[src/rtl/fp_division_if.sv]
// Request/response bundle for the fp_division single-precision divider.
// master drives operands and start; slave returns quotient, status and handshake.
interface fp_division_if;
    logic        start;
    logic [31:0] A;
    logic [31:0] B;
    logic [31:0] result;
    logic        busy;
    logic        done;
    logic        exception;
    logic        overflow;
    logic        underflow;
    logic        divide_by_zero;

    modport master (
        output start, A, B,
        input  result, busy, done, exception, overflow, underflow, divide_by_zero
    );

    modport slave (
        input  start, A, B,
        output result, busy, done, exception, overflow, underflow, divide_by_zero
    );
endinterface

[src/rtl/fp_division.sv]
// Iterative IEEE-754 single-precision divider, 26-cycle restoring core, fixed 28-edge latency.
// Define FP_DIV_ROUND_EN for round-to-nearest-even; otherwise the quotient is truncated.
module fp_division (
    input  logic          clk,
    input  logic          rst_n,
    fp_division_if.slave  bus
);
    localparam int unsigned EXP_W  = 10;
    localparam int unsigned SIG_W  = 24;
    localparam int unsigned QUO_W  = 26;
    localparam int unsigned REM_W  = 25;
    localparam int unsigned CNT_W  = 5;
    localparam int unsigned LAST_IT = QUO_W - 1;

    typedef enum logic [1:0] {
        IDLE   = 2'd0,
        DIVIDE = 2'd1,
        NORM   = 2'd2,
        DONE   = 2'd3
    } state_t;

    state_t                  state_q;
    logic [CNT_W-1:0]        cnt_q;
    logic [REM_W-1:0]        rem_q;
    logic [SIG_W-1:0]        mb_q;
    logic [QUO_W-1:0]        quo_q;
    logic signed [EXP_W-1:0] exp_q;
    logic [22:0]             mant_q;
    logic                    sign_q;
    logic                    exc_q;
    logic                    dbz_q;
    logic                    az_q;

    logic [31:0]             result_q;
    logic                    busy_q;
    logic                    done_q;
    logic                    exception_q;
    logic                    overflow_q;
    logic                    underflow_q;
    logic                    divide_by_zero_q;

    logic [7:0]              ea;
    logic [7:0]              eb;
    logic [SIG_W-1:0]        ma;
    logic [SIG_W-1:0]        mb;
    logic                    ge;
    logic [REM_W-1:0]        rem_d;
    logic [QUO_W-1:0]        quo_d;
    logic [SIG_W-1:0]        mant_n;
    logic                    guard;
    logic                    sticky;
    logic                    round_inc;
    logic                    carry;
    logic signed [EXP_W-1:0] exp_n;
    logic signed [EXP_W-1:0] exp_d;
    logic [22:0]             mant_d;
    logic [31:0]             result_d;
    logic [3:0]              flags_d;

    // Operand unpack with denormals flushed to zero.
    always_comb begin
        ea = bus.A[30:23];
        eb = bus.B[30:23];
        ma = (ea == 8'd0) ? '0 : {1'b1, bus.A[22:0]};
        mb = (eb == 8'd0) ? '0 : {1'b1, bus.B[22:0]};
    end

    // One restoring step: trial-subtract, keep on success, shift the partial remainder.
    always_comb begin
        ge    = (rem_q >= {1'b0, mb_q});
        rem_d = ge ? (rem_q - {1'b0, mb_q}) : rem_q;
        rem_d = rem_d << 1;
        quo_d = {quo_q[QUO_W-2:0], ge};
    end

    // Normalise, then round; a 24-bit all-ones mantissa rolls over into the exponent.
    always_comb begin
        if (quo_q[QUO_W-1]) begin
            mant_n = quo_q[25:2];
            guard  = quo_q[1];
            sticky = quo_q[0] | (rem_q != '0);
            exp_n  = exp_q;
        end else begin
            mant_n = quo_q[24:1];
            guard  = quo_q[0];
            sticky = (rem_q != '0);
            exp_n  = exp_q - EXP_W'(1);
        end
`ifdef FP_DIV_ROUND_EN
        round_inc = guard & (sticky | mant_n[0]);
`else
        round_inc = 1'b0 & guard & sticky;
`endif
        carry  = round_inc & (&mant_n);
        mant_d = mant_n[22:0] + 23'(round_inc);
        exp_d  = exp_n + EXP_W'(carry);
    end

    // Final result select; flags_d = {exception, divide_by_zero, overflow, underflow}.
    always_comb begin
        result_d = {sign_q, exp_q[7:0], mant_q};
        flags_d  = 4'b0000;
        if (exc_q) begin
            result_d = 32'h0;
            flags_d  = 4'b1000;
        end else if (dbz_q) begin
            result_d = {sign_q, 8'hFF, 23'h0};
            flags_d  = 4'b0100;
        end else if (az_q) begin
            result_d = {sign_q, 31'h0};
        end else if (exp_q >= 10'sd255) begin
            result_d = {sign_q, 8'hFE, 23'h7FFFFF};
            flags_d  = 4'b0010;
        end else if (exp_q <= 10'sd0) begin
            result_d = {sign_q, 31'h0};
            flags_d  = 4'b0001;
        end
    end

    always_ff @(posedge clk or negedge rst_n) begin
        if (!rst_n) begin
            state_q          <= IDLE;
            cnt_q            <= '0;
            rem_q            <= '0;
            mb_q             <= '0;
            quo_q            <= '0;
            exp_q            <= '0;
            mant_q           <= '0;
            sign_q           <= 1'b0;
            exc_q            <= 1'b0;
            dbz_q            <= 1'b0;
            az_q             <= 1'b0;
            result_q         <= '0;
            busy_q           <= 1'b0;
            done_q           <= 1'b0;
            exception_q      <= 1'b0;
            overflow_q       <= 1'b0;
            underflow_q      <= 1'b0;
            divide_by_zero_q <= 1'b0;
        end else begin
            done_q <= 1'b0;
            case (state_q)
                IDLE: begin
                    if (bus.start) begin
                        state_q          <= DIVIDE;
                        busy_q           <= 1'b1;
                        cnt_q            <= '0;
                        rem_q            <= REM_W'(ma);
                        mb_q             <= mb;
                        quo_q            <= '0;
                        sign_q           <= bus.A[31] ^ bus.B[31];
                        exp_q            <= $signed({2'b00, ea}) - $signed({2'b00, eb}) + 10'sd127;
                        exc_q            <= (ea == 8'hFF) || (eb == 8'hFF);
                        dbz_q            <= (eb == 8'h00);
                        az_q             <= (ea == 8'h00);
                        exception_q      <= 1'b0;
                        overflow_q       <= 1'b0;
                        underflow_q      <= 1'b0;
                        divide_by_zero_q <= 1'b0;
                    end
                end
                DIVIDE: begin
                    rem_q <= rem_d;
                    quo_q <= quo_d;
                    cnt_q <= cnt_q + CNT_W'(1);
                    if (cnt_q == CNT_W'(LAST_IT)) begin
                        state_q <= NORM;
                    end
                end
                NORM: begin
                    mant_q  <= mant_d;
                    exp_q   <= exp_d;
                    state_q <= DONE;
                end
                DONE: begin
                    result_q         <= result_d;
                    exception_q      <= flags_d[3];
                    divide_by_zero_q <= flags_d[2];
                    overflow_q       <= flags_d[1];
                    underflow_q      <= flags_d[0];
                    done_q           <= 1'b1;
                    busy_q           <= 1'b0;
                    state_q          <= IDLE;
                end
                default: state_q <= IDLE;
            endcase
        end
    end

    assign bus.result         = result_q;
    assign bus.busy           = busy_q;
    assign bus.done           = done_q;
    assign bus.exception      = exception_q;
    assign bus.overflow       = overflow_q;
    assign bus.underflow      = underflow_q;
    assign bus.divide_by_zero = divide_by_zero_q;
endmodule

[src/flat_wrapper.sv]
// flat-port wrapper written by rule: the top's interface ports become plain ports
module fp_division_flat 
  (clk, rst_n, bus_start, bus_A, bus_B, bus_result, bus_busy, bus_done, bus_exception, bus_overflow, bus_underflow, bus_divide_by_zero);
  fp_division_if bus_i ();
  input  logic clk;
  input  logic rst_n;
  input wire logic [$bits(bus_i.start)-1:0] bus_start;
  input wire logic [$bits(bus_i.A)-1:0] bus_A;
  input wire logic [$bits(bus_i.B)-1:0] bus_B;
  output wire logic [$bits(bus_i.result)-1:0] bus_result;
  output wire logic [$bits(bus_i.busy)-1:0] bus_busy;
  output wire logic [$bits(bus_i.done)-1:0] bus_done;
  output wire logic [$bits(bus_i.exception)-1:0] bus_exception;
  output wire logic [$bits(bus_i.overflow)-1:0] bus_overflow;
  output wire logic [$bits(bus_i.underflow)-1:0] bus_underflow;
  output wire logic [$bits(bus_i.divide_by_zero)-1:0] bus_divide_by_zero;
  assign bus_i.start = bus_start;
  assign bus_i.A = bus_A;
  assign bus_i.B = bus_B;
  assign bus_result = bus_i.result;
  assign bus_busy = bus_i.busy;
  assign bus_done = bus_i.done;
  assign bus_exception = bus_i.exception;
  assign bus_overflow = bus_i.overflow;
  assign bus_underflow = bus_i.underflow;
  assign bus_divide_by_zero = bus_i.divide_by_zero;
  fp_division u_core (.clk(clk), .rst_n(rst_n), .bus(bus_i));
endmodule
[config.mk]
export PLATFORM = sky130hd
export DESIGN_NAME = fp_division_flat
export DESIGN_NICKNAME = d
export VERILOG_FILES = /design/src/rtl/fp_division_if.sv /design/src/rtl/fp_division.sv /design/src/flat_wrapper.sv
export SDC_FILE = /design/constraint.sdc
export NUM_CORES = 1
export LEC_CHECK = 0
export ABC_AREA = 1
export BUFFER_PORTS_ARGS = -buffer_cell sky130_fd_sc_hd__buf_2
export CORE_MARGIN = 2
export CORE_UTILIZATION = 50
export DETAILED_ROUTE_END_ITERATION = 7
export PLACE_DENSITY_LB_ADDON = 0.2
export REMOVE_ABC_BUFFERS = 1
export SLEW_MARGIN = 0
export SYNTH_ARGS = -nofsm -noshare
export SYNTH_HDL_FRONTEND = slang
export SYNTH_SLANG_ARGS = --single-unit
[constraint.sdc]
create_clock -name clk -period 5.55 [get_ports clk]
set_input_delay 1.11 -clock clk [delete_from_list [all_inputs] [get_ports clk]]
set_output_delay 1.11 -clock clk [all_outputs]
set_load 0.01 [all_outputs]
; ---- Word-level counts from Yosys, hierarchy flattened
; Index checks and enable logic that the tools add are counted.
[word_totals]
regBits = 157
inputBits = 67
out_inout_bits = 38
elab_cells = 82
[op_classes]
add_sub_neg = 5
order_cmp = 3
n_eq_ne = 9
muxes = 34
n_bitwise = 1
n_reduce_logical = 12
[op_table]
columns = operator, count
row1 = 31-bit two-way mux, 4
row2 = 24-bit two-way mux, 3
row3 = 26-bit case mux with 2 select lines, 1
row4 = 25-bit case mux with 2 select lines, 1
row5 = 32-bit two-way mux, 1
row6 = 26-bit two-way mux, 1
row7 = 25-bit by 24-bit >= comparator with 1-bit output, 1
row8 = 25-bit two-way mux, 1
row9 = 24-bit subtractor, 1
row10 = 23-bit two-way mux, 1
row11 = 10-bit two-way mux, 2
row12 = 10-bit case mux with 2 select lines, 1
row13 = "8-bit equality test, second input constant", 2
row14 = 8-bit zero test, 2
row15 = 4-bit two-way mux, 4
row16 = "10-bit by 8-bit adder with 10-bit output, second input constant", 1
row17 = "10-bit by 9-bit >= comparator with 1-bit output, second input constant", 1
row18 = "10-bit by 1-bit less-or-equal comparator with 1-bit output, second input constant", 1
row19 = 1-bit case mux with 2 select lines, 5
row20 = 5-bit case mux with 2 select lines, 1
row21 = "10-bit by 2-bit subtractor with 10-bit output, second input constant", 1
row22 = 8-bit by 8-bit subtractor with 9-bit output, 1
row23 = 2-bit case mux with 4 select lines, 1
row24 = 2-bit AND reduction, 4
row25 = 14 further kinds, 22

; ---- Logic depth before layout (Yosys ltp)
; Gate-level depths: netlist (run 1).
[depth]
depth_word = 7
ltp_mapped = 16
ltp_nobuf = 16

; ---- Worst setup path before layout (run 1)
; No wires, ideal clock.
[synth_path]
path_kind = input to register
startpoint = in bus_B[24]
endpoint = reg u_core.exp_q[8]
setup_time_ns = 0.117
arrival_ns = 2.505
required_ns = 5.433
slack_ns = 2.929
path_stages = 13
path_buffers = 0
cell_sequence = inv_1 > ha_1 > xor2_1 > ha_1 > inv_1 > nor2_1 > nand2_1 > nor2_1 > nand3_1 > nand3_1 > nand2_1 > nand2_1 > nand2_1
[synth_via]
elab_chain_cells = 4
[synth_lines]
columns = item, line
row1 = "start, declared", flat_wrapper.sv:9  ; input wire logic [$bits(bus_i.B)-1:0] bus_B;
row2 = 8-bit by 8-bit subtractor with 9-bit output, fp_division.sv:152  ; exp_q <= $signed({2'b00, ea}) - $signed({2'b00, eb}) + 10'sd127;
row3 = 10-bit by 8-bit adder with 10-bit output, fp_division.sv:152
row4 = 10-bit two-way mux, fp_division.sv:144  ; if (bus.start) begin
row5 = 10-bit case mux with 2 select lines, fp_division.sv:142  ; case (state_q)
row6 = "end signal, assigned", fp_division.sv:152
row7 = "end signal, assigned", fp_division.sv:172  ; exp_q <= exp_d;
row8 = "end, declared", fp_division.sv:27  ; logic signed [EXP_W-1:0] exp_q;
; Every way passes these cells. The select of a mux whose other input is x is not followed.
; A chain may end at the register's enable or synchronous reset.

; ---- Worst setup path in the final report (run 1)
[layout_path]
startpoint = reg u_core.rem_q[20]
endpoint = reg u_core.rem_q[24]
[layout_via]
elab_chain_cells = 3
[layout_lines]
columns = item, line
row1 = "start, declared", fp_division.sv:24  ; logic [REM_W-1:0] rem_q;
row2 = "start signal, assigned", fp_division.sv:148  ; rem_q <= REM_W'(ma);
row3 = "start signal, assigned", fp_division.sv:163  ; rem_q <= rem_d;
row4 = 24-bit subtractor / 25-bit by 24-bit >= comparator with 1-bit output (equally long branches), "fp_division.sv:71, fp_division.sv:70"
row5 = 24-bit two-way mux *, fp_division.sv:71  ; rem_d = ge ? (rem_q - {1'b0, mb_q}) : rem_q;
row6 = 25-bit case mux with 2 select lines *, fp_division.sv:142
; Mark *: on every way between the ends. The rest lies on a longest branch, timed or not.

==> results of run 1 <==
[cells in the mapped netlist, drive strengths merged, types with 3 or more instances]
cell      n
nand2   347
inv     245
dfrtp   157
o21ai   125
nor2     86
nand3    81
a21oi    69
ha       43
nand4    35
clkbuf   32
o22ai    29
a22o     25
buf      18
xnor2    11
nor3     10
o211ai    6
xor2      6
clkinv    4
nor4      4
or2       3
[flip-flops by register name (all words and copies together) (netlist names), 2 cells and up]
register / flops
u_core.state_q: 2
u_core.mb_q: 24
u_core.rem_q: 25
u_core.quo_q: 26
u_core.mant_q: 23
u_core.cnt_q: 5
u_core.exp_q: 10
u_core.bus.result: 32
[power by group]
part / switching [uW] / total (uW) / internal, uW
Sequential: 290 / 1940 / 1650
Combinational: 2910 / 4410 / 1510
Clock: 522 / 1290 / 771
[layer usage]
layer  GRT usage, %  vias up  share of wire, %
li1               -     4487                 -
met1           37.8     4185                49
met2           38.8      233                45
met3           4.40       17               5.5
met4           4.85        0              0.68
met5              0        -                 0
[critical path, stage by stage (launching register included)]
cell and delay (ns):
dfrtp_1 0.40, ha_1 0.40, nand2_2 0.14, inv_1 0.06, nand2_1 0.06, nand2_1 0.07, nand2_1 0.07, nand2_1 0.08
a21oi_4 0.66, nand3_4 0.61, or2_1 0.40, nand3_1 0.08, nand2_1 0.05
[stage by stage]
step / instance area, um^2 / std cells / hold slack (ns) / utilization [%] / power [uW]
4_1_cts: 11100 / 1704 / 0.490 / 57.5 / 7670
3_5_place_dp: 10500 / 1673 / 0.472 / 54.2 / 6340
2_1_floorplan: 9550 / 1297 / 0.454 / - / 5130
3_3_place_gp: 10500 / 1673 / 0.468 / 54.2 / 6260
6_report: 11100 / 1704 / 0.484 / 57.5 / 7650
5_1_grt: 11100 / 1704 / 0.522 / 57.5 / 8390
[final cells by class]
type	count	area, um^2	area share [%]
tap	265	332	2.98
timing repair buffer	111	579	5.21
multi-input combinational	891	4700	42.2
sequential	157	3930	35.3
clock inverter	14	223	2.00
clock buffer	17	425	3.83
inverter	249	935	8.41
[kinds of logic (layout without fill, tap and decap cells)]
kind of cell | count (synthesis) | in the layout | share of synthesized area (%)
AND/OR/NAND/NOR | 568 | 568 | 25.4
AO/OA/AOI/OAI | 262 | 262 | 15.3
XOR/XNOR | 17 | 17 | 1.52
flip-flops | 157 | 157 | 40.2
adder cells (fa/ha/maj) | 44 | 44 | 5.71
buffers and inverters | 299 | 391 | 11.9
[final timing paths]
check / depth (start not counted) / from / end
max in group asynchronous: 2 / rst_n / u_core.quo_q[22]
min in group asynchronous: 1 / rst_n / u_core.mb_q[18]
worst min register to register: 2 / u_core.bus.divide_by_zero / u_core.bus.divide_by_zero
worst max register to register: 12 / u_core.rem_q[20] / u_core.rem_q[24]
worst min-delay path: 2 / u_core.bus.divide_by_zero / u_core.bus.divide_by_zero
worst max-delay path: 12 / u_core.rem_q[20] / u_core.rem_q[24]
==> metrics.md, run 1 <==
| Metric | Value |
|---|---|
| Outcome | `finished clean` |
| Synthesis-to-layout area growth | `13.8%` |
| Port bufs | `104` |
| Antenna cells | `0` |
| Main area contributors after synthesis | `dfrtp_1 (40%), nand2_1 (13%), inv_1 (8.9%), o21ai_0 (6.2%), ha_1 (5.5%)` |
| Share of the synthesized area in the top cell type | `40.2%` |
| Max Freq | `313 MHz` |
| Seq cells post-synth | `157` |
| Clock sink count | `157` |
| Vias per cell | `5.24` |
| Post-Route WL | `~25 mm` |
| RSZ-0062 raised after global routing | `no` |
| Final ANT Viol Nets | `0` |
| HP Class | `register to register` |
| Initial antenna violation count | `0` |
| Finish-stage setup viols | `0` |
| Worst Slack Setup Final | `between 2 and 2.5 ns` |
| CTS resizes | `0` |
| CORE AREA | `19300 um^2` |
| Post-synth EDFFs | `0` |
| Data arrival, critical path | `around 3.5 ns` |
| Post-Syn Instances | `1347` |
| Post-CTS Setup Inserts | `0` |
| Layout cell share with drive strength beyond 1 | `13.1%` |
| Final Hold Viols | `0` |
| Die height | `144 um` |
| DPL Wire Length | `17.6 mm` |
| Via Count | `8922` |
| R2R Setup Slk | `between 2 and 2.5 ns` |
| Crit path capture type | `register` |
| CTS tree | `built` |
| Pleak | `0.00592 uW` |
| Largest net degree at the start of global routing | `73` |
| Number of buffers created by CTS | `17` |
| Rows | `just over 50` |
| Max VDD drop | `289 uV` |
| Register area share after synthesis | `40.2%` |
| Die X | `between 100 and 150 um` |
| Post-route DRC | `0` |
| Max-slew violations | `0` |
| Leading area contributor after synthesis | `dfrtp_1` |
| Remaining Overflow, GRT | `0` |
| Tot GR Track Use | `about a quarter` |
| Final period util | `57.6%` |
| Drt initial violations | `~700` |
| Initial core utilization | `50.6%` |
| Req. time, crit path | `5.87 ns` |
| Setup tns final | `0 ns` |
| Clock latency on the worst-skew pair | `between 0.4 and 0.5 ns` |
| Most frequent cells in the layout | `nand2_1 (339), inv_1 (233), dfrtp_1 (157)` |
| CP startpoint kind | `register` |
| CP Class | `register to register` |
| Vias in the first global route | `8355` |
| Top_reg_cell synth | `dfrtp_1` |
| Fin Clk Skew | `0.0130 ns` |
| Mapped Area | `9770 um^2` |
| Final Critical Period | `3.20 ns` |
| Final GP Congestion | `around 0.92` |
| Syn Area/Cell | `7.26 um^2` |
| Max FO, Critical Path | `26` |
| Hold-fix buffers, CTS | `0` |
| Max Root-Sink Buffers | `2` |
| H-Tree Depth | `4` |
| Commonest non-fill, non-tap cell in the layout | `nand2_1` |
| Fin nets | `about 1.5k` |
| Worst-Margin Slew | `1.22 ns` |
| FILL cells | `1919` |
| Share of synthesized flip-flops with an asynchronous set or reset | `100%` |
| Pwr Density | `approximately 690 nW/um^2` |
| Drt wl/cell | `14.8 um` |
| Max capacitance violation total | `0` |
| IO Pins | `105` |
| Slew HR | `18.8%` |
| Clk slew on worst S/H paths | `roughly 0.07 ns` |
| Die footprint | `20700 um^2` |
| Syn. warnings | `0` |
| Wire length of the first global-routing pass | `41.5 mm` |
| Cell variety after synth | `44` |
| CTS root buffer | `clkbuf_16` |
| Pre-antenna DRT Iters | `5` |
| Pre-CTS setup slack | `2.11 ns` |
Power figures use the tool's default switching activity.
==> inputs of run 2 (changes only) <==
Clock period 5.55 ns to 2.8 ns, I/O delays scaled along.
==> metrics.md, run 2 (synthesis results as in run 1) <==
| Metric | Value |
|---|---|
| Tot GR Track Use | `25.7% (was 25.3%)` |
| RSZ-0062 raised after global routing | `no (unchanged)` |
| Max FFs per register | `32 (unchanged)` |
| Worst-Margin Slew | `0.993 ns (was 1.22 ns)` |
| Hold Slack | `0.101 ns (was 0.484 ns)` |
| Synthesis-to-layout area growth | `14.3% (was 13.8%)` |
| Req. time, crit path | `3.11 ns (was 5.87 ns)` |
| Pre-antenna DRT Iters | `5 (unchanged)` |
| CTS tree | `built (unchanged)` |
| CP startpoint kind | `register (unchanged)` |
| Vias per cell | `5.22 (was 5.24)` |
| Slew HR | `33.7% (was 18.8%)` |
| Max Freq | `401 MHz (was 313 MHz)` |
| CTS resizes | `0 (unchanged)` |
| Fin nets | `1550 (was 1538)` |
| Combinational Power Share | `59.7% (was 57.7%)` |
| Die X | `144 um (unchanged)` |
| Drt wl/cell | `15.0 um (was 14.8 um)` |
| IO Pins | `105 (unchanged)` |
| Initial core utilization | `50.6% (unchanged)` |
| Fin Clk Skew | `0.0106 ns (was 0.0130 ns)` |
| CP bufs+invs | `2 (was 1)` |
| Largest delay share family, worst path | `simple AND/OR/NAND/NOR gates (unchanged)` |
| Layout cell share with drive strength beyond 1 | `13.7% (was 13.1%)` |
| Post-Route WL | `25.7 mm (was 25.2 mm)` |
| Most frequent cells in the layout | `nand2_1 (339), inv_1 (233), dfrtp_1 (157) (unchanged)` |
| Final Hold Viols | `0 (unchanged)` |
| Largest net degree at the start of global routing | `61 (was 73)` |
| Max capacitance violation total | `0 (unchanged)` |
| Max FO, Critical Path | `26 (unchanged)` |
| Internal | `7570 uW (was 3930 uW)` |
| HP Class | `primary input to asynchronous set/reset pin (was register to register)` |
| CTS root buffer | `clkbuf_16 (unchanged)` |
| Most frequent CP cell | `nand2_1 (unchanged)` |
| CP Class | `register to register (unchanged)` |
| Die footprint | `20700 um^2 (unchanged)` |
| Outcome | `finished clean (unchanged)` |
| Antenna cells | `0 (unchanged)` |
| Max VDD drop | `746 uV (was 289 uV)` |
| Clock sink count | `157 (unchanged)` |
| Seq pwr share | `25.5% (was 25.4%)` |
| Pwr Density | `1360 nW/um^2 (was 688 nW/um^2)` |
| Post-route DRC | `0 (unchanged)` |
| Max incr delay on CP | `0.41 ns (was 0.66 ns)` |
| Die height | `144 um (unchanged)` |
| Pleak | `0.00594 uW (was 0.00592 uW)` |
| Wire length of the first global-routing pass | `42.0 mm (was 41.5 mm)` |
| Port bufs | `104 (unchanged)` |
| Clock latency on the worst-skew pair | `0.43 ns (was 0.44 ns)` |
| Post-CTS Setup Inserts | `0 (unchanged)` |
| Crit path max-delay cell type | `nand3_4 (was a21oi_4)` |
| Max Root-Sink Buffers | `2 (unchanged)` |
| Setup tns final | `0 ns (unchanged)` |
| Remaining Overflow, GRT | `0 (unchanged)` |
| Initial antenna violation count | `0 (unchanged)` |
| Crit path capture type | `register (unchanged)` |
| Rows | `51 (unchanged)` |
| Final Critical Period | `2.49 ns (was 3.20 ns)` |
| Vias in the first global route | `8275 (was 8355)` |
| Switching part of the total power | `50.0% (was 48.6%)` |
| CORE AREA | `19300 um^2 (unchanged)` |
| Final ANT Viol Nets | `0 (unchanged)` |
| Finish-stage setup viols | `0 (unchanged)` |
| Hold-fix buffers, CTS | `0 (unchanged)` |
| Clk slew on worst S/H paths | `0.07 ns (about the same)` |
| Number of buffers created by CTS | `17 (unchanged)` |
| H-Tree Depth | `4 (unchanged)` |
| Clock power share | `14.8% (was 16.9%)` |
| Final period util | `89.0% (was 57.6%)` |
| Final Power | `15100 uW (was 7650 uW)` |
| Via Count | `8963 (was 8922)` |
| DPL Wire Length | `18.0 mm (was 17.6 mm)` |
| Commonest non-fill, non-tap cell in the layout | `nand2_1 (unchanged)` |
| Critical-path cell list | `inv_1, ha_1, nand2_1, inv_1, nand2_1, nand2_1, nand2_1, nand2_1, a21oi_4, nand3_4, or2_1, nand3_1, nand2_1 (was ha_1, nand2_2, inv_1, nand2_1, nand2_1, nand2_1, nand2_1, a21oi_4, nand3_4, or2_1, nand3_1, nand2_1)` |
| Data arrival, critical path | `2.80 ns (was 3.52 ns)` |
| Max-slew violations | `0 (unchanged)` |
| Drt initial violations | `666 (was 699)` |
| Psw | `7570 uW (was 3720 uW)` |
| Final GP Congestion | `1.01 (was 0.923)` |
[run 2: cell types whose count changed in the layout (fill, tap and decap cells not counted)]
cell,change
bufinv_16,-4
buf_4,+8
inv_8,+1
clkinvlp_4,+3
buf_12,+4
clkbuf_1,+2
clkinv_4,-1
[run 2: layout make-up]
type                       count  area [um^2]
multi-input combinational    891         4700
sequential                   157         3930
tap                          265          332
clock buffer                  19          433
timing repair buffer         123          719
fill                        1854         8160
clock inverter                13          128
inverter                     249          935
[run 2: power groups by stage]
stage | Clock (uW) | Combinational [uW] | Sequential, uW
after global routing | 2390 | 10200 | 3970
after floorplan | 0 | 6300 | 3870
after global placement | 0 | 8790 | 3850
final | 2240 | 9040 | 3860
after detailed placement | 0 | 8910 | 3880
after CTS | 2280 | 8970 | 3850
[run 2: per-stage QoR]
| step | setup slack [ns] | util, % | instance area, um^2 | std cells |
|---|---|---|---|---|
| after global routing | 0.125 | 57.8 | 11200 | 1717 |
| after CTS | 0.348 | 57.8 | 11200 | 1717 |
| after floorplan | -1.74 | - | 9550 | 1297 |
| after detailed placement | 0.308 | 54.9 | 10600 | 1685 |
| final | 0.308 | 57.8 | 11200 | 1717 |
| after global placement | 0.347 | 54.9 | 10600 | 1685 |
[run 2: final timing paths]
check	to	start	slack [ns]	cells past startpoint
setup / recovery	u_core.rem_q[24]	u_core.mb_q[12]	0.31	13
hold / removal	u_core.rem_q[18]	rst_n	0.10	1
setup reg to reg	u_core.rem_q[24]	u_core.mb_q[12]	0.31	13
hold reg to reg	u_core.az_q	u_core.az_q	0.49	2
max in group asynchronous	u_core.rem_q[10]	rst_n	2.07	2
min in group clk	u_core.mb_q[14]	bus_B[14]	0.33	3
[run 2: worst reg2reg max path, delay by kind of cell (launching register included)]
kind / cells / cell delay, ns
compound gates: 1 / 0.19
fa+ha+maj: 1 / 0.38
buf+inv: 2 / 0.12
flops: 1 / 0.33
simple gates: 9 / 1.37
[run 2: routing by layer]
layer | track usage [%] | wire length [um] | part of all wire, % | vias up
met5 | 0 | 0 | 0 | -
met4 | 5.31 | 267 | 1.0 | 0
met3 | 4.37 | 1460 | 5.7 | 21
met2 | 39.9 | 11500 | 45 | 252
met1 | 37.9 | 12500 | 49 | 4174
li1 | - | - | - | 4516
==> inputs of run 3 (changes only) <==
Settings changed: ABC_AREA 1 to 0, RECOVER_POWER set to 100, SETUP_SLACK_MARGIN set to 0.15.
==> metrics.md, run 3 <==
| Metric | Value |
|---|---|
| Number of buffers created by CTS | `17 (unchanged)` |
| Share of the synthesized area in the top cell type | `43.2% (was 40.2%)` |
| HP Class | `primary input to register (was primary input to asynchronous set/reset pin)` |
| DPL Wire Length | `15.1 mm (was 18.0 mm)` |
| Hold-fix buffers, CTS | `0 (unchanged)` |
| Main area contributors after synthesis | `dfrtp_1 (43%), a21oi_1 (6.8%), ha_1 (5.9%), a22o_1 (4.8%), mux2i_1 (3.6%) (was dfrtp_1 (40%), nand2_1 (13%), inv_1 (8.9%), o21ai_0 (6.2%), ha_1 (5.5%))` |
| Hold Slack | `0.344 ns (was 0.101 ns)` |
| Max capacitance violation total | `0 (unchanged)` |
| Synthesis-to-layout area growth | `17.8% (was 14.3%)` |
| Layout cell share with drive strength beyond 1 | `18.1% (was 13.7%)` |
| Cell variety after synth | `74 (was 44)` |
| Crit path capture type | `register (unchanged)` |
| Leading area contributor after synthesis | `dfrtp_1 (unchanged)` |
| Psw | `6600 uW (was 7570 uW)` |
| Initial core utilization | `50.8% (was 50.6%)` |
| CP Class | `register to register (unchanged)` |
| Initial antenna violation count | `0 (unchanged)` |
| RSZ-0062 raised after global routing | `yes (was no)` |
| Antenna cells | `0 (unchanged)` |
| Synth top cells by count | `dfrtp_1 (157), a21oi_1 (124), nor2_1 (80) (was nand2_1 (339), inv_1 (233), dfrtp_1 (157))` |
| Outcome | `finished clean (unchanged)` |
| Req. time, crit path | `3.10 ns (was 3.11 ns)` |
| Clock power share | `15.5% (was 14.8%)` |
| Die height | `139 um (was 144 um)` |
| Max VDD drop | `718 uV (was 746 uV)` |
| Mapped Area | `9100 um^2 (was 9770 um^2)` |
| Port bufs | `104 (unchanged)` |
| Max Freq | `379 MHz (was 401 MHz)` |
| FF/Latch Area | `3930 um^2 (unchanged)` |
| H-Tree Depth | `4 (unchanged)` |
| CTS tree | `built (unchanged)` |
| Final ANT Viol Nets | `0 (unchanged)` |
| Combinational Power Share | `58.5% (was 59.7%)` |
| Switching part of the total power | `45.3% (was 50.0%)` |
| FILL cells | `1621 (was 1854)` |
| Post-synth EDFFs | `0 (unchanged)` |
| Final period util | `94.2% (was 89.0%)` |
| Remaining Overflow, GRT | `0 (unchanged)` |
| Register area share after synthesis | `43.2% (was 40.2%)` |
| Data arrival, critical path | `2.94 ns (was 2.80 ns)` |
| Vias in the first global route | `7378 (was 8275)` |
| Wire length of the first global-routing pass | `36.5 mm (was 42.0 mm)` |
| Final Hold Viols | `0 (unchanged)` |
| Post-Route WL | `22.3 mm (was 25.7 mm)` |
| Die footprint | `19300 um^2 (was 20700 um^2)` |
| Final core occ | `59.8% (was 57.8%)` |
| Via Count | `7711 (was 8963)` |
| Worst-Margin Slew | `1.45 ns (was 0.993 ns)` |
| Top_reg_cell synth | `dfrtp_1 (unchanged)` |
| CP startpoint kind | `register (unchanged)` |
| Drt wl/cell | `16.6 um (was 15.0 um)` |
| Multi-input gate area | `4820 um^2 (was 4700 um^2)` |
| Max-slew violations | `0 (unchanged)` |
| Pleak | `0.00470 uW (was 0.00594 uW)` |
| Final Critical Period | `2.64 ns (was 2.49 ns)` |
| Max Root-Sink Buffers | `2 (unchanged)` |
| CTS root buffer | `clkbuf_16 (unchanged)` |
| Internal | `7950 uW (was 7570 uW)` |
| Pwr Density | `1360 nW/um^2 (about the same)` |
| Most frequent cells in the layout | `dfrtp_1 (157), a21oi_1 (119), nor2_1 (80) (was nand2_1 (339), inv_1 (233), dfrtp_1 (157))` |
| Max FO, Critical Path | `6 (was 26)` |
| Clk slew on worst S/H paths | `0.07 ns (about the same)` |
| Syn Area/Cell | `9.23 um^2 (was 7.26 um^2)` |
| Post-route DRC | `0 (unchanged)` |
| Rows | `49 (was 51)` |
| Finish-stage setup viols | `0 (unchanged)` |
| Vias per cell | `5.76 (was 5.22)` |
| Largest net degree at the start of global routing | `58 (was 61)` |
| Pre-CTS setup slack | `-0.0104 ns (was 0.308 ns)` |
| Slew HR | `3.22% (was 33.7%)` |
| Final GP Congestion | `0.910 (was 1.01)` |
| Max FFs per register | `32 (unchanged)` |
| Seq pwr share | `26.0% (was 25.5%)` |
| Clock latency on the worst-skew pair | `0.43 ns (about the same)` |
| Post-Syn Instances | `985 (was 1347)` |
| IO Pins | `105 (unchanged)` |
| Top-count cell post-synth | `dfrtp_1 (was nand2_1)` |
| Share of synthesized flip-flops with an asynchronous set or reset | `100% (unchanged)` |
| Drt initial violations | `531 (was 666)` |
| Seq cells post-synth | `157 (unchanged)` |
| Clock sink count | `157 (unchanged)` |
| Syn. warnings | `0 (unchanged)` |
| Tot GR Track Use | `22.9% (was 25.7%)` |
| CORE AREA | `17900 um^2 (was 19300 um^2)` |
| Pre-antenna DRT Iters | `5 (unchanged)` |
| Fin nets | `1208 (was 1550)` |
| Die X | `139 um (was 144 um)` |
| Fin Clk Skew | `0.0112 ns (was 0.0106 ns)` |
| Worst Slack Setup Final | `0.162 ns (was 0.308 ns)` |
| Commonest non-fill, non-tap cell in the layout | `dfrtp_1 (was nand2_1)` |
==> run 3: changes by cell type in the layout (fill, tap and decap cells not counted), sizes merged, moves of 11 or more <==
cell	previous run	this run
nor2b	0	11
a21oi	69	125
buf	123	102
o21ai	125	48
and3	0	11
nand3	81	21
nand4	35	12
mux2i	0	33
clkbuf	19	67
inv	253	84
a22o	25	50
a211oi	1	14
nand2	347	66
==> run 3: cell type report <==
| class | instances | area share, % |
|---|---|---|
| clock inverters | 13 | 1.10 |
| inverters | 76 | 2.66 |
| repair buffers | 150 | 7.65 |
| well taps | 229 | 2.67 |
| clock buffers | 19 | 4.23 |
| multi-input cells | 695 | 45.0 |
| flip-flops and latches | 157 | 36.7 |
==> run 3: repair_timing <==
item | in CTS | in global routing
gates resized for setup | 3 | 32
gates cloned | 0 | 1
endpoints found under the setup margin | 7 | 23
hold endpoints to repair | 0 | 0
pin swaps | 1 | 15
buffers inserted | 0 | 10
==> run 3: metal layers <==
layer | GRT usage (%) | up-vias | part of all wire, %
met1 | 32.0 | 3731 | 47
met4 | 5.58 | 0 | 1.4
met2 | 37.2 | 168 | 48
met3 | 4.32 | 26 | 3.5
li1 | - | 3786 | -
met5 | 0 | - | 0
==> run 3: path summary, 6_finish.rpt <==
kind,startpoint,to,slack (ns),depth (start not counted)
setup / recovery,u_core.rem_q[3],u_core.rem_q[21],0.16,9
hold / removal,bus_B[7],u_core.mb_q[7],0.34,2
setup reg to reg,u_core.rem_q[3],u_core.rem_q[21],0.16,9
hold reg to reg,u_core.sign_q,u_core.sign_q,0.48,2
max in group asynchronous,rst_n,u_core.quo_q[3],0.66,2
min in group asynchronous,rst_n,u_core.bus.result[30],0.45,1
==> run 3: through the flow <==
step	total power, uW	TNS (ns)	cell area [um^2]	std cells
final	14600	0	10700	1339
after global routing	15700	0	10700	1339
after CTS	13900	0	10600	1328
after detailed placement	11600	-0.0104	9990	1296
after global placement	11500	0	9990	1296
after floorplan	9340	-72.46	8850	927
==> run 3: kinds of logic (layout without fill, tap and decap cells) <==
group | Yosys count | after routing | synth area share, %
flip-flops | 157 | 157 | 43.2
AO/OA/AOI/OAI | 327 | 327 | 23.9
buffers and inverters | 134 | 258 | 5.82
multiplexers | 39 | 39 | 4.37
adder cells (fa/ha/maj) | 45 | 45 | 6.26
XOR/XNOR | 31 | 31 | 2.98
AND/OR/NAND/NOR | 252 | 253 | 13.5
==> run 3: power groups by stage <==
stage	Sequential (uW)	Clock, uW	Combinational [uW]
floorplan	3750	0	5590
global placement	3770	0	7700
detailed placement	3800	0	7790
CTS	3760	2280	7900
finish	3790	2250	8510
global route	3900	2400	9430
==> run 3: critical path: stages (launching register included) <==
cell,delay (ns)
dfrtp_1,0.41
ha_1,0.36
and2_2,0.18
nand4_1,0.12
nor4_1,0.35
a22oi_1,0.15
o21a_2,0.27
and2_2,0.28
a221oi_2,0.29
a211oi_2,0.10
